**config.mk**
```make
export PLATFORM = sky130hd
export DESIGN_NAME = key_debounce_array
export DESIGN_NICKNAME = d
export VERILOG_FILES = /design/src/rtl/key_debounce_array.sv
export SDC_FILE = /design/constraint.sdc
export NUM_CORES = 1
export LEC_CHECK = 0
export CAP_MARGIN = 0
export CORE_MARGIN = 1
export CORE_UTILIZATION = 65
export DETAILED_ROUTE_END_ITERATION = 6
export PLACE_DENSITY = 0.87
export SLEW_MARGIN = 20
export SYNTH_ARGS = -nofsm -noshare
export SYNTH_HDL_FRONTEND = slang
export SYNTH_SLANG_ARGS = --single-unit
```
**constraint.sdc**
```tcl
create_clock -name sys_clk -period 7.15 [get_ports sys_clk]
set_clock_uncertainty 0.1 [all_clocks]
set_input_delay 1.0725 -clock sys_clk [delete_from_list [all_inputs] [get_ports sys_clk]]
set_output_delay 1.0725 -clock sys_clk [all_outputs]
set_load 0.1 [all_outputs]
```
**src/rtl/key_debounce_array.sv**
```systemverilog
// Multi-channel key conditioner: per-key 2-flop synchroniser, consecutive-sample
// debounce and a hold FSM emitting one-cycle press/release/long/repeat pulses.
module key_debounce_array #(
    parameter int KEY_NUM         = 4,
    parameter int ACTIVE_LOW      = 1,
    parameter int DEBOUNCE_CYCLES = 1_000_000,
    parameter int LONG_CYCLES     = 50_000_000,
    parameter int REPEAT_CYCLES   = 10_000_000,
    parameter int REPEAT_EN       = 1
) (
    input  logic               sys_clk,
    input  logic               sys_rst,
    input  logic [KEY_NUM-1:0] key,
    output logic [KEY_NUM-1:0] key_value,
    output logic [KEY_NUM-1:0] press_flag,
    output logic [KEY_NUM-1:0] release_flag,
    output logic [KEY_NUM-1:0] long_flag,
    output logic [KEY_NUM-1:0] repeat_flag
);

    localparam int DB_W     = (DEBOUNCE_CYCLES > 1) ? $clog2(DEBOUNCE_CYCLES) : 1;
    localparam int HOLD_MAX = (LONG_CYCLES > REPEAT_CYCLES) ? LONG_CYCLES : REPEAT_CYCLES;
    localparam int HOLD_W   = (HOLD_MAX > 1) ? $clog2(HOLD_MAX) : 1;

    localparam logic [DB_W-1:0]   DB_ZERO     = DB_W'(0);
    localparam logic [DB_W-1:0]   DB_ONE      = DB_W'(1);
    localparam logic [DB_W-1:0]   DB_LAST     = DB_W'(DEBOUNCE_CYCLES - 1);
    localparam logic [HOLD_W-1:0] HOLD_ZERO   = HOLD_W'(0);
    localparam logic [HOLD_W-1:0] HOLD_ONE    = HOLD_W'(1);
    localparam logic [HOLD_W-1:0] LONG_LAST   = HOLD_W'(LONG_CYCLES - 1);
    localparam logic [HOLD_W-1:0] REPEAT_LAST = HOLD_W'(REPEAT_CYCLES - 1);
    localparam logic              IDLE_LVL    = (ACTIVE_LOW != 0) ? 1'b1 : 1'b0;
    localparam logic              RPT_ON      = (REPEAT_EN != 0) ? 1'b1 : 1'b0;

    typedef enum logic [1:0] {
        ST_IDLE   = 2'd0,
        ST_HOLD   = 2'd1,
        ST_REPEAT = 2'd2
    } hold_state_e;

    logic [KEY_NUM-1:0] s1_q, s1_d, s2_q, s2_d, raw_s;
    logic [KEY_NUM-1:0] key_value_q, key_value_d;
    logic [KEY_NUM-1:0] press_q, press_d, release_q, release_d;
    logic [KEY_NUM-1:0] long_q, long_d, repeat_q, repeat_d;
    logic [DB_W-1:0]    db_cnt_q   [KEY_NUM];
    logic [DB_W-1:0]    db_cnt_d   [KEY_NUM];
    logic [HOLD_W-1:0]  hold_cnt_q [KEY_NUM];
    logic [HOLD_W-1:0]  hold_cnt_d [KEY_NUM];
    hold_state_e        state_q    [KEY_NUM];
    hold_state_e        state_d    [KEY_NUM];

    // Normalise so that 1 always means pressed.
    assign raw_s = (ACTIVE_LOW != 0) ? ~s2_q : s2_q;

    // Next-state logic: debounce commit first, then the hold FSM, so a release
    // commit overrides any long/repeat threshold reached on the same edge.
    always_comb begin
        s1_d        = key;
        s2_d        = s1_q;
        key_value_d = key_value_q;
        press_d     = {KEY_NUM{1'b0}};
        release_d   = {KEY_NUM{1'b0}};
        long_d      = {KEY_NUM{1'b0}};
        repeat_d    = {KEY_NUM{1'b0}};
        for (int i = 0; i < KEY_NUM; i++) begin
            db_cnt_d[i]   = db_cnt_q[i];
            hold_cnt_d[i] = hold_cnt_q[i];
            state_d[i]    = state_q[i];

            if (raw_s[i] == key_value_q[i]) begin
                db_cnt_d[i] = DB_ZERO;
            end else if (db_cnt_q[i] == DB_LAST) begin
                db_cnt_d[i]    = DB_ZERO;
                key_value_d[i] = raw_s[i];
                press_d[i]     = raw_s[i];
                release_d[i]   = ~raw_s[i];
            end else begin
                db_cnt_d[i] = db_cnt_q[i] + DB_ONE;
            end

            if (release_d[i]) begin
                state_d[i]    = ST_IDLE;
                hold_cnt_d[i] = HOLD_ZERO;
            end else begin
                case (state_q[i])
                    ST_IDLE: begin
                        hold_cnt_d[i] = HOLD_ZERO;
                        if (press_d[i]) begin
                            state_d[i] = ST_HOLD;
                        end else begin
                            state_d[i] = ST_IDLE;
                        end
                    end
                    ST_HOLD: begin
                        if (hold_cnt_q[i] == LONG_LAST) begin
                            long_d[i]     = 1'b1;
                            hold_cnt_d[i] = HOLD_ZERO;
                            state_d[i]    = ST_REPEAT;
                        end else begin
                            hold_cnt_d[i] = hold_cnt_q[i] + HOLD_ONE;
                        end
                    end
                    ST_REPEAT: begin
                        if (hold_cnt_q[i] == REPEAT_LAST) begin
                            repeat_d[i]   = RPT_ON;
                            hold_cnt_d[i] = HOLD_ZERO;
                        end else begin
                            hold_cnt_d[i] = hold_cnt_q[i] + HOLD_ONE;
                        end
                    end
                    default: begin
                        state_d[i]    = ST_IDLE;
                        hold_cnt_d[i] = HOLD_ZERO;
                    end
                endcase
            end
        end
    end

    // State registers; reset parks the synchroniser at the idle pin level.
    always_ff @(posedge sys_clk) begin
        if (sys_rst) begin
            s1_q        <= {KEY_NUM{IDLE_LVL}};
            s2_q        <= {KEY_NUM{IDLE_LVL}};
            key_value_q <= {KEY_NUM{1'b0}};
            press_q     <= {KEY_NUM{1'b0}};
            release_q   <= {KEY_NUM{1'b0}};
            long_q      <= {KEY_NUM{1'b0}};
            repeat_q    <= {KEY_NUM{1'b0}};
            for (int i = 0; i < KEY_NUM; i++) begin
                db_cnt_q[i]   <= DB_ZERO;
                hold_cnt_q[i] <= HOLD_ZERO;
                state_q[i]    <= ST_IDLE;
            end
        end else begin
            s1_q        <= s1_d;
            s2_q        <= s2_d;
            key_value_q <= key_value_d;
            press_q     <= press_d;
            release_q   <= release_d;
            long_q      <= long_d;
            repeat_q    <= repeat_d;
            for (int i = 0; i < KEY_NUM; i++) begin
                db_cnt_q[i]   <= db_cnt_d[i];
                hold_cnt_q[i] <= hold_cnt_d[i];
                state_q[i]    <= state_d[i];
            end
        end
    end

    assign key_value    = key_value_q;
    assign press_flag   = press_q;
    assign release_flag = release_q;
    assign long_flag    = long_q;
    assign repeat_flag  = repeat_q;

endmodule

```
==> results of run 1 <==
sequential cells by signal, summed over array words and instances (netlist names):
name and flops:
hold_cnt_q 104, long_flag 4, s1_q 4, key_value 4
s2_q 4, state_q 8, press_flag 4, release_flag 4
db_cnt_q 80, repeat_flag 4
cell usage after synthesis (7+ instances only):
master and n:
dfxtp_1 220, nor2_1 220, xor2_1 108, nand3_1 83, nand2_1 68, xnor2_1 62, nand4_1 48, nor3_1 31
and3_1 29, inv_1 28, nor4_1 25, ha_1 20, and4_1 18, clkbuf_1 15, or2_2 10, and2_1 8
or4_1 8, a21oi_1 7, nand4b_1 7, or4bb_1 7
through the flow:
stage                     hold slack (ns)  utilization (%)
final                               0.314             74.8
after CTS                           0.313             74.7
after floorplan                     0.289                -
after global placement              0.294             69.4
after global routing                0.330             74.8
after detailed placement            0.299             69.4
worst max-delay path by stage:
stage / endpoint / start
2_1_floorplan: hold_cnt_q[1][24] / hold_cnt_q[1][7]
3_3_place_gp: db_cnt_q[2][10] / sys_rst
3_5_place_dp: db_cnt_q[2][7] / sys_rst
4_1_cts: key_value[3] / key_value[3]
5_1_grt: hold_cnt_q[2][17] / hold_cnt_q[2][16]
6_report: key_value[0] / key_value[0]
metal layers:
metal / track usage (%) / wire (um)
met1: 30.1 / 8370
met2: 44.0 / 9550
met3: 3.98 / 633
met4: 8.04 / 526
met5: 0 / 0
worst register-to-register path: stages, from the launching register on:
cell,delay (ns)
dfxtp_1,0.40
or4b_2,0.69
nor4_2,0.47
a21boi_0,0.30
o211ai_2,0.90
nor2_1,0.14
cells by family after synthesis:
kind of cell	count (synthesis)	share of synthesized area, %
compound gates	34	2.79
mux	1	0.103
simple gates	599	31.6
flops	220	45.4
buf+inv	51	2.19
fa+ha+maj	20	2.58
xor+xnor	170	15.4
cell type report:
type / count / area, um^2 / share of cell area, %
well taps: 184 / 230 / 2.12
flip-flops and latches: 220 / 4400 / 40.5
clock inverters: 13 / 155 / 1.43
inverters: 29 / 109 / 1.00
clock buffers: 28 / 604 / 5.56
multi-input cells: 824 / 5100 / 47.0
repair buffers: 27 / 265 / 2.44
power by group through the flow:
stage	combinational (W)	clock, W	sequential (W)
2_1_floorplan	0.00000999	0	0.00126
3_3_place_gp	0.0000152	0	0.00126
3_5_place_dp	0.0000157	0	0.00126
4_1_cts	0.0000160	0.00121	0.00123
5_1_grt	0.0000179	0.00126	0.00123
6_report	0.0000162	0.00119	0.00123
==> out/metrics.csv, run 1 <==
stage,metric,value,unit
flow_run,max-cap violation count,0,
hold_path,Hold Crit Class,flip-flop to flip-flop,
worst_setup_path,"Arr. time, crit path",2.16,ns
placed_design,Placed Area,10100,um^2
placed_design,DP Wirelength,12400,um
power,pwr/cell area,224,nW/um^2
floorplanning,initial core utilization,66.7,%
logic_synthesis,Post-synth top flop,dfxtp_1,
placed_design,post-placement setup slack,3.59,ns
worst_setup_path,reg2reg setup slack,4.00,ns
worst_setup_path,sequence of cells on the critical path,clkdlybuf4s50_1,
drt,Vias/cell,5.78,
logic_synthesis,Synth area leaders,"dfxtp_1 45%, xor2_1 9.8%, nor2_1 8.5%, xnor2_1 5.6%, nand3_1 4.3%",
worst_setup_path,critical setup path kind,flip-flop to output pin,
worst_setup_path,Crit path depth,1,
power,total power,0.00244,W
hold_path,Hold Path Origin,s1_q[2],
floorplanning,DIE HEIGHT,124,um
power,Logic pwr share,0.7,%
floorplanning,Die Wd,124,um
worst_setup_path,reg2reg end,hold_cnt_q[2][22],
logic_synthesis,number of flops mapped to enable cells by yosys,0,
worst_setup_path,CP max FO,6,
power,switching part of the total,20.1,%
hold_path,worst hold endpoint,s2_q[2],
hold_path,Hold Path Cell Cnt,1,
floorplanning,die area,15400,um^2
floorplanning,I/O Pins,26,
power,Clock power frac,48.9,%
logic_synthesis,Syn Inst Count,1095,
worst_setup_path,worst stage delay on the critical path,1.21,ns
cts,TritonCTS buffer count,23,
power,Seq pwr share,50.5,%
sta,FMAX,300,MHz
cts,H-Tree Depth,1,
power,Pleak,3.47,nW
status,status,completed,
logic_synthesis,Post-Syn Area,9700,um^2
cts,cts repair resizes,0,
logic_synthesis,synth unique cells,53,
cts,hold buffer count at cts,0,
finish,# nets final,1151,
sta,setup_tns,0,ns
logic_synthesis,dominant cell type by area after synthesis,dfxtp_1,
worst_setup_path,CP Launch Type,flip-flop,
global_route,gr usage total,24.7,%
power,worst vdd ir,0.172,mV
cts,CTS tree,built,
logic_synthesis,Yosys reg bits,220,
placed_design,PortBufs,25,
finish,fill count,1024,
floorplanning,row count,44,
global_route,first-pass GRT wire length,31100,um
finish,Non-Filler Instances,1325,
worst_setup_path,Crit path max-delay family,buffers and inverters,
logic_synthesis,sequential cell area fraction in the yosys report,45.4,%
finish,layout cells sized above 1,6.31,%
logic_synthesis,Synthesized Nets,1121,
floorplanning,CORE AREA,14500,um^2
worst_setup_path,Worst Path Buf+Inv,1,
placed_design,placer congestion estimate,0.819,
global_route,vias in the first global route,6930,
drt,WL final,19100,um
drt,Detail Route Antenna Nets,0,
drt,via count,7657,
worst_setup_path,R2R Path Start,hold_cnt_q[2][16],
global_route,largest net degree at the start of global routing,27,
sta,min Tclk post-route,3.33,ns
finish,post-route cell area,10900,um^2
global_route,GRT overflow,0,
cts,Sink Count,220,
sta,unrepaired setup endpoints after global routing,no,
logic_synthesis,Post-synth ARST share,0,%
cts,Clock Tree Buf Depth,3,
sta,endpoints failing setup,0,
drt,drt first pass iters,7,
sta,max-slew violations,0,
placed_design,placed insts,1284,
sta,worst setup margin,3.82,ns
finish,most frequent cells in the layout,"220 x nor2_1, 220 x dfxtp_1, 108 x xor2_1",
power,Psw,0.000491,W
sta,Slew HR,29.2,%
cts,worst-skew pair later-pin latency,0.50,ns
worst_setup_path,FF-to-FF path depth,5,
logic_synthesis,Yosys top cell area share,45.4,%
cts,Worst-path clk slew,0.06,ns
finish,Layout area overhead,12.1,%
drt,number of remaining DRC errors,0,
cts,Post-CTS Setup Inserts,0,
finish,antenna cells,0,
sta,fin crit share,46.6,%
cts,Root Driver,clkbuf_16,
logic_synthesis,yosys warns,0,
sta,Slew @ Worst Pin,1.06,ns
global_route,initial antenna violation count,0,
worst_setup_path,Slowest cell on crit path,clkdlybuf4s50_1,
sta,final hold violation count,0,
power,Internal,0.00195,W
worst_setup_path,CP Data Required Time,5.98,ns
drt,Routed WL per cell,14.4,um
logic_synthesis,Avg Inst Size Synth,8.86,um^2
drt,iteration-0 DRC count of the detailed router,416,
worst_setup_path,endpoint class of the critical path,output pin,
Note: power is estimated with default switching activity, not from simulation.
==> run 2, diff against run 1 <==
--- a/config.mk
+++ b/config.mk
@@ -7,9 +7,9 @@
 export LEC_CHECK = 0
 export CAP_MARGIN = 0
 export CORE_MARGIN = 1
-export CORE_UTILIZATION = 65
+export CORE_UTILIZATION = 56
 export DETAILED_ROUTE_END_ITERATION = 6
-export PLACE_DENSITY = 0.87
+export PLACE_DENSITY = 0.8
 export SLEW_MARGIN = 20
 export SYNTH_ARGS = -nofsm -noshare
 export SYNTH_HDL_FRONTEND = slang
==> constraint.sdc (replaced) <==
create_clock -name sys_clk -period 2.9 [get_ports sys_clk]
set_clock_uncertainty 0.1 [all_clocks]
set_input_delay 0.435 -clock sys_clk [delete_from_list [all_inputs] [get_ports sys_clk]]
set_output_delay 0.435 -clock sys_clk [all_outputs]
set_load 0.1 [all_outputs]
==> run 2 against run 1 <==
Compared with the run above: global-route usage fell by 4.3 points; cell count up 3.5%; sequential share of layout area is 0.22 points lower; core utilization down 9.6 points; highest routed layer unchanged; register-to-register slack lost 3.8 ns; sequential power grew 150%; clock power rose by 150%; largest power group unchanged; power grew 150%; non-clock buffer count rose by 10; flip-flop and latch count unchanged; critical path type is now flip-flop to flip-flop; die area increased by 16%.
==> out/metrics.csv, run 2 (synthesized netlist as in run 1, its figures left out) <==
stage,metric,value,unit,change
cts,Clock Tree Buf Depth,3,,unchanged
power,Clock power frac,49.0,%,about the same
power,switching part of the total,19.7,%,-0.39 points
finish,# nets final,1161,,+0.87%
cts,TritonCTS buffer count,23,,unchanged
finish,most frequent cells in the layout,"220 x nor2_1, 220 x dfxtp_1, 108 x xor2_1",,
hold_path,Hold Crit Class,flip-flop to flip-flop,,
drt,via count,7477,,-2.4%
global_route,first-pass GRT wire length,31200,um,+0.22%
global_route,GRT overflow,0,,unchanged
power,worst vdd ir,0.440,mV,+160%
power,Pleak,3.57,nW,+2.9%
cts,Sink Count,220,,unchanged
worst_setup_path,endpoint class of the critical path,flip-flop,,
cts,CTS tree,built,,
drt,WL final,17800,um,-6.6%
finish,Biggest register,hold_cnt_q,,
sta,Slew HR,51.3,%,+22 points
worst_setup_path,CP max FO,19,,+13
sta,Slew @ Worst Pin,0.725,ns,-0.334 ns
sta,hold slack,0.305,ns,-0.00927 ns
global_route,initial antenna violation count,0,,unchanged
power,pwr/cell area,552,nW/um^2,+150%
cts,H-Tree Depth,1,,unchanged
power,Seq pwr share,50.3,%,-0.2 points
finish,max reg flops,104,,unchanged
global_route,gr usage total,20.4,%,-4.3 points
finish,Largest regs,"hold_cnt_q: 104 flops, db_cnt_q: 80 flops, state_q: 8 flops",,
worst_setup_path,CP Data Required Time,3.19,ns,-2.79 ns
floorplanning,row count,47,,+6.8%
sta,unrepaired setup endpoints after global routing,no,,
sta,final hold violation count,0,,unchanged
drt,Routed WL per cell,13.0,um,-9.8%
finish,Layout Utilization,65.2,%,-9.6 points
drt,iteration-0 DRC count of the detailed router,367,,-12%
power,Psw,0.00119,W,+140%
worst_setup_path,CP Launch Type,flip-flop,,
finish,antenna cells,0,,unchanged
drt,Detail Route Antenna Nets,0,,unchanged
finish,fill count,1363,,+33%
finish,Layout area overhead,12.7,%,
floorplanning,I/O Pins,26,,unchanged
sta,max-slew violations,0,,unchanged
finish,layout cells sized above 1,8.59,%,+2.3 points
global_route,largest net degree at the start of global routing,27,,unchanged
power,Internal,0.00484,W,+150%
placed_design,Placed Area,10200,um^2,+0.69%
flow_run,max-cap violation count,0,,unchanged
drt,number of remaining DRC errors,0,,unchanged
placed_design,PortBufs,25,,unchanged
drt,drt first pass iters,7,,unchanged
sta,setup_tns,0,ns,unchanged
worst_setup_path,critical setup path kind,flip-flop to flip-flop,,
drt,Vias/cell,5.45,,-5.7%
finish,post-route cell area,10900,um^2,+0.55%
cts,worst-skew pair later-pin latency,0.51,ns,about the same
placed_design,placer congestion estimate,0.867,,+5.9%
floorplanning,die area,17900,um^2,+16%
global_route,vias in the first global route,7028,,+1.4%
sta,FMAX,377,MHz,
cts,cts repair resizes,0,,unchanged
cts,Post-CTS Setup Inserts,0,,unchanged
cts,hold buffer count at cts,0,,unchanged
power,Logic pwr share,0.7,%,about the same
floorplanning,CORE AREA,16800,um^2,+15%
floorplanning,Die Wd,134,um,+7.6%
sta,endpoints failing setup,0,,unchanged
worst_setup_path,"Arr. time, crit path",2.94,ns,+0.78 ns
cts,Worst-path clk slew,0.06,ns,about the same
floorplanning,initial core utilization,57.9,%,-8.9 points
status,status,completed,,
sta,fin crit share,91.4,%,
placed_design,DP Wirelength,11700,um,-5.3%
cts,Root Driver,clkbuf_16,,
floorplanning,DIE HEIGHT,134,um,+7.6%
sta,min Tclk post-route,2.65,ns,
[run 2: metrics by stage]
step	setup slack, ns	total power [W]	instances
detailed placement	0.262	0.00314	1330
finish	0.249	0.00603	1372
global placement	0.299	0.00314	1330
global route	0.0753	0.00622	1372
CTS	0.246	0.00610	1372
floorplan	0.354	0.00312	1095
[run 2: power by group through the flow]
stage / logic [W] / registers [W] / clock network [W]
2_1_floorplan: 0.0000246 / 0.00310 / 0
3_3_place_gp: 0.0000412 / 0.00310 / 0
3_5_place_dp: 0.0000411 / 0.00310 / 0
4_1_cts: 0.0000415 / 0.00303 / 0.00302
5_1_grt: 0.0000448 / 0.00303 / 0.00314
6_report: 0.0000409 / 0.00303 / 0.00296
[run 2: area by class of cell]
cell class / count / area [um^2] / area share [%]
inverters: 29 / 109 / 0.996
clock buffers: 35 / 681 / 6.23
multi-input cells: 824 / 5080 / 46.5
well taps: 220 / 275 / 2.52
clock inverters: 7 / 91.3 / 0.835
repair buffers: 37 / 290 / 2.66
flip-flops and latches: 220 / 4400 / 40.3
[run 2: critical path: stages, from the launching register on]
cell      delay [ns]
dfxtp_1         0.34
or4b_1          0.52
or4_4           0.51
o41a_1          0.50
o211ai_4        0.21
buf_4           0.26
nor2_1          0.08
[run 2: routing by layer]
layer | track usage, % | up-vias | wire length, um
li1 | - | 3860 | -
met1 | 26.6 | 3486 | 8560
met2 | 34.8 | 98 | 8350
met3 | 3.16 | 33 | 576
met4 | 5.81 | 0 | 337
met5 | 0 | - | 0
[run 2: path summary, 6_finish.rpt]
kind,from,end,slack [ns],depth (start not counted)
min,s1_q[3],s2_q[3],0.30,1
min reg2reg,s1_q[3],s2_q[3],0.30,1
max,hold_cnt_q[1][7],hold_cnt_q[1][3],0.25,6
max reg2reg,hold_cnt_q[1][7],hold_cnt_q[1][3],0.25,6
==> run 3, diff against run 2 <==
--- a/config.mk
+++ b/config.mk
@@ -6,10 +6,12 @@
 export NUM_CORES = 1
 export LEC_CHECK = 0
 export CAP_MARGIN = 0
+export CELL_PAD_IN_SITES_DETAIL_PLACEMENT = 1
+export CELL_PAD_IN_SITES_GLOBAL_PLACEMENT = 2
 export CORE_MARGIN = 1
-export CORE_UTILIZATION = 56
+export CORE_UTILIZATION = 35
 export DETAILED_ROUTE_END_ITERATION = 6
-export PLACE_DENSITY = 0.8
+export PLACE_DENSITY = 0.79
 export SLEW_MARGIN = 20
 export SYNTH_ARGS = -nofsm -noshare
 export SYNTH_HDL_FRONTEND = slang
==> run 3 against run 2 <==
Compared with the run above: flip-flop and latch count stayed put; worst hold slack better by 0.0059 ns; critical path depth stayed put; routed wire length is 18% higher; cell count is 12% higher; core utilization is 24 points lower; first-iteration DRC count is 31% lower; non-clock buffer count is 4 higher.
==> out/metrics.csv, run 3 (synthesized netlist as in run 1, its figures left out) <==
stage,metric,value,unit,change
sta,final hold violation count,0,,unchanged
placed_design,placer congestion estimate,0.773,,-11%
sta,unrepaired setup endpoints after global routing,no,,
drt,Vias/cell,4.92,,-9.7%
power,Internal,0.00499,W,+3.1%
worst_setup_path,critical setup path kind,flip-flop to flip-flop,,
drt,drt first pass iters,4,,-3
finish,most frequent cells in the layout,"220 x nor2_1, 220 x dfxtp_1, 108 x xor2_1",,
floorplanning,DIE HEIGHT,168,um,+26%
worst_setup_path,CP max FO,26,,+7
status,status,completed,,
drt,Detail Route Antenna Nets,0,,unchanged
sta,Slew HR,47.6,%,-3.7 points
floorplanning,initial core utilization,35.8,%,-22 points
power,switching part of the total,20.4,%,+0.70 points
drt,WL final,21000,um,+18%
sta,Slew @ Worst Pin,0.779,ns,+0.0542 ns
floorplanning,row count,60,,+28%
finish,fill count,3172,,+130%
sta,min Tclk post-route,2.63,ns,-0.0183 ns
cts,worst-skew pair later-pin latency,0.52,ns,about the same
finish,antenna cells,0,,unchanged
global_route,largest net degree at the start of global routing,27,,unchanged
power,Logic pwr share,0.7,%,about the same
cts,CTS tree,built,,
floorplanning,I/O Pins,26,,unchanged
finish,Layout area overhead,16.2,%,
worst_setup_path,"Arr. time, crit path",2.94,ns,about the same
power,Psw,0.00128,W,+7.7%
power,worst vdd ir,0.436,mV,-0.96%
cts,Post-CTS Setup Inserts,0,,unchanged
global_route,initial antenna violation count,0,,unchanged
global_route,gr usage total,15.4,%,-5.0 points
cts,Clock Tree Buf Depth,3,,unchanged
global_route,vias in the first global route,7736,,+10%
power,Seq pwr share,48.4,%,-1.9 points
cts,Sink Count,220,,unchanged
sta,endpoints failing setup,0,,unchanged
finish,Largest regs,"hold_cnt_q: 104 flops, db_cnt_q: 80 flops, state_q: 8 flops",,
drt,number of remaining DRC errors,0,,unchanged
drt,via count,7540,,+0.84%
worst_setup_path,CP Data Required Time,3.21,ns,+0.02 ns
placed_design,DP Wirelength,14300,um,+22%
placed_design,PortBufs,25,,unchanged
worst_setup_path,endpoint class of the critical path,flip-flop,,
worst_setup_path,CP Launch Type,flip-flop,,
floorplanning,Die Wd,168,um,+26%
sta,setup_tns,0,ns,unchanged
hold_path,Hold Crit Class,flip-flop to flip-flop,,
cts,Root Driver,clkbuf_16,,
power,pwr/cell area,557,nW/um^2,+0.93%
power,Clock power frac,50.9,%,+1.9 points
floorplanning,die area,28400,um^2,+59%
cts,Worst-path clk slew,0.06,ns,about the same
cts,cts repair resizes,0,,unchanged
finish,layout cells sized above 1,9.56,%,+0.97 points
finish,Biggest register,hold_cnt_q,,
sta,max-slew violations,0,,unchanged
cts,TritonCTS buffer count,27,,+17%
flow_run,max-cap violation count,0,,unchanged
floorplanning,CORE AREA,27100,um^2,+62%
global_route,first-pass GRT wire length,37000,um,+18%
sta,fin crit share,90.8,%,-0.63 points
finish,# nets final,1169,,+0.69%
sta,FMAX,380,MHz,+0.69%
power,total power,0.00627,W,+4.0%
cts,hold buffer count at cts,0,,unchanged
power,Pleak,3.66,nW,+2.5%
finish,max reg flops,104,,unchanged
drt,Routed WL per cell,13.7,um,+5.2%
global_route,GRT overflow,0,,unchanged
cts,H-Tree Depth,1,,unchanged
drt,iteration-0 DRC count of the detailed router,255,,-31%
-- run 3: cell types whose count changed in the layout (fill, tap and decap cells not counted) --
cell	delta
buf_12	+2
buf_4	+2
bufinv_16	-2
clkbuf_1	-3
clkbuf_16	+4
clkbuf_8	+4
clkinv_2	+4
clkinvlp_4	-1
inv_6	-1
-- run 3: routing by layer --
layer,wire length [um],part of all wire [%],GRT usage (%)
met1,10600,50,20.9
met2,9440,45,25.2
met3,573,2.7,2.34
met4,391,1.9,4.39
met5,0,0,0
-- run 3: worst max-delay path: stages, from the launching register on --
cell and delay, ns:
dfxtp_1 0.35, or4b_1 0.53, or4_4 0.52, o41a_1 0.50
o211ai_4 0.23, buf_12 0.21, nor2_1 0.08
-- run 3: power by group through the flow --
stage | Sequential (W) | Clock [W] | Combinational [W]
floorplan | 0.00310 | 0 | 0.0000246
global placement | 0.00310 | 0 | 0.0000463
detailed placement | 0.00310 | 0 | 0.0000462
CTS | 0.00303 | 0.00332 | 0.0000464
global route | 0.00303 | 0.00347 | 0.0000495
finish | 0.00304 | 0.00319 | 0.0000445
-- run 3: final cells by class --
class | count | area, um^2 | share of cell area [%]
multi-input combinational | 824 | 5080 | 45.1
clock inverter | 7 | 35.0 | 0.311
timing repair buffer | 41 | 345 | 3.07
tap | 372 | 465 | 4.13
sequential | 220 | 4400 | 39.1
clock buffer | 40 | 825 | 7.32
inverter | 29 | 109 | 0.966
-- run 3: metrics by stage --
step	util [%]	setup WS, ns	std cells	cell area (um^2)	hold WS (ns)
finish	41.6	0.268	1533	11300	0.311
global route	41.6	0.130	1533	11300	0.321
CTS	41.6	0.250	1533	11300	0.313
detailed placement	38.4	0.269	1486	10400	0.300
global placement	38.4	0.321	1486	10400	0.294
floorplan	-	0.354	1095	9700	0.289
-- run 3: worst paths after layout --
path	from	to	slack, ns	cells past startpoint
worst max-delay path	hold_cnt_q[1][7]	hold_cnt_q[1][4]	0.27	6
worst min-delay path	s1_q[3]	s2_q[3]	0.31	1
worst max register to register	hold_cnt_q[1][7]	hold_cnt_q[1][4]	0.27	6
worst min register to register	s1_q[3]	s2_q[3]	0.31	1
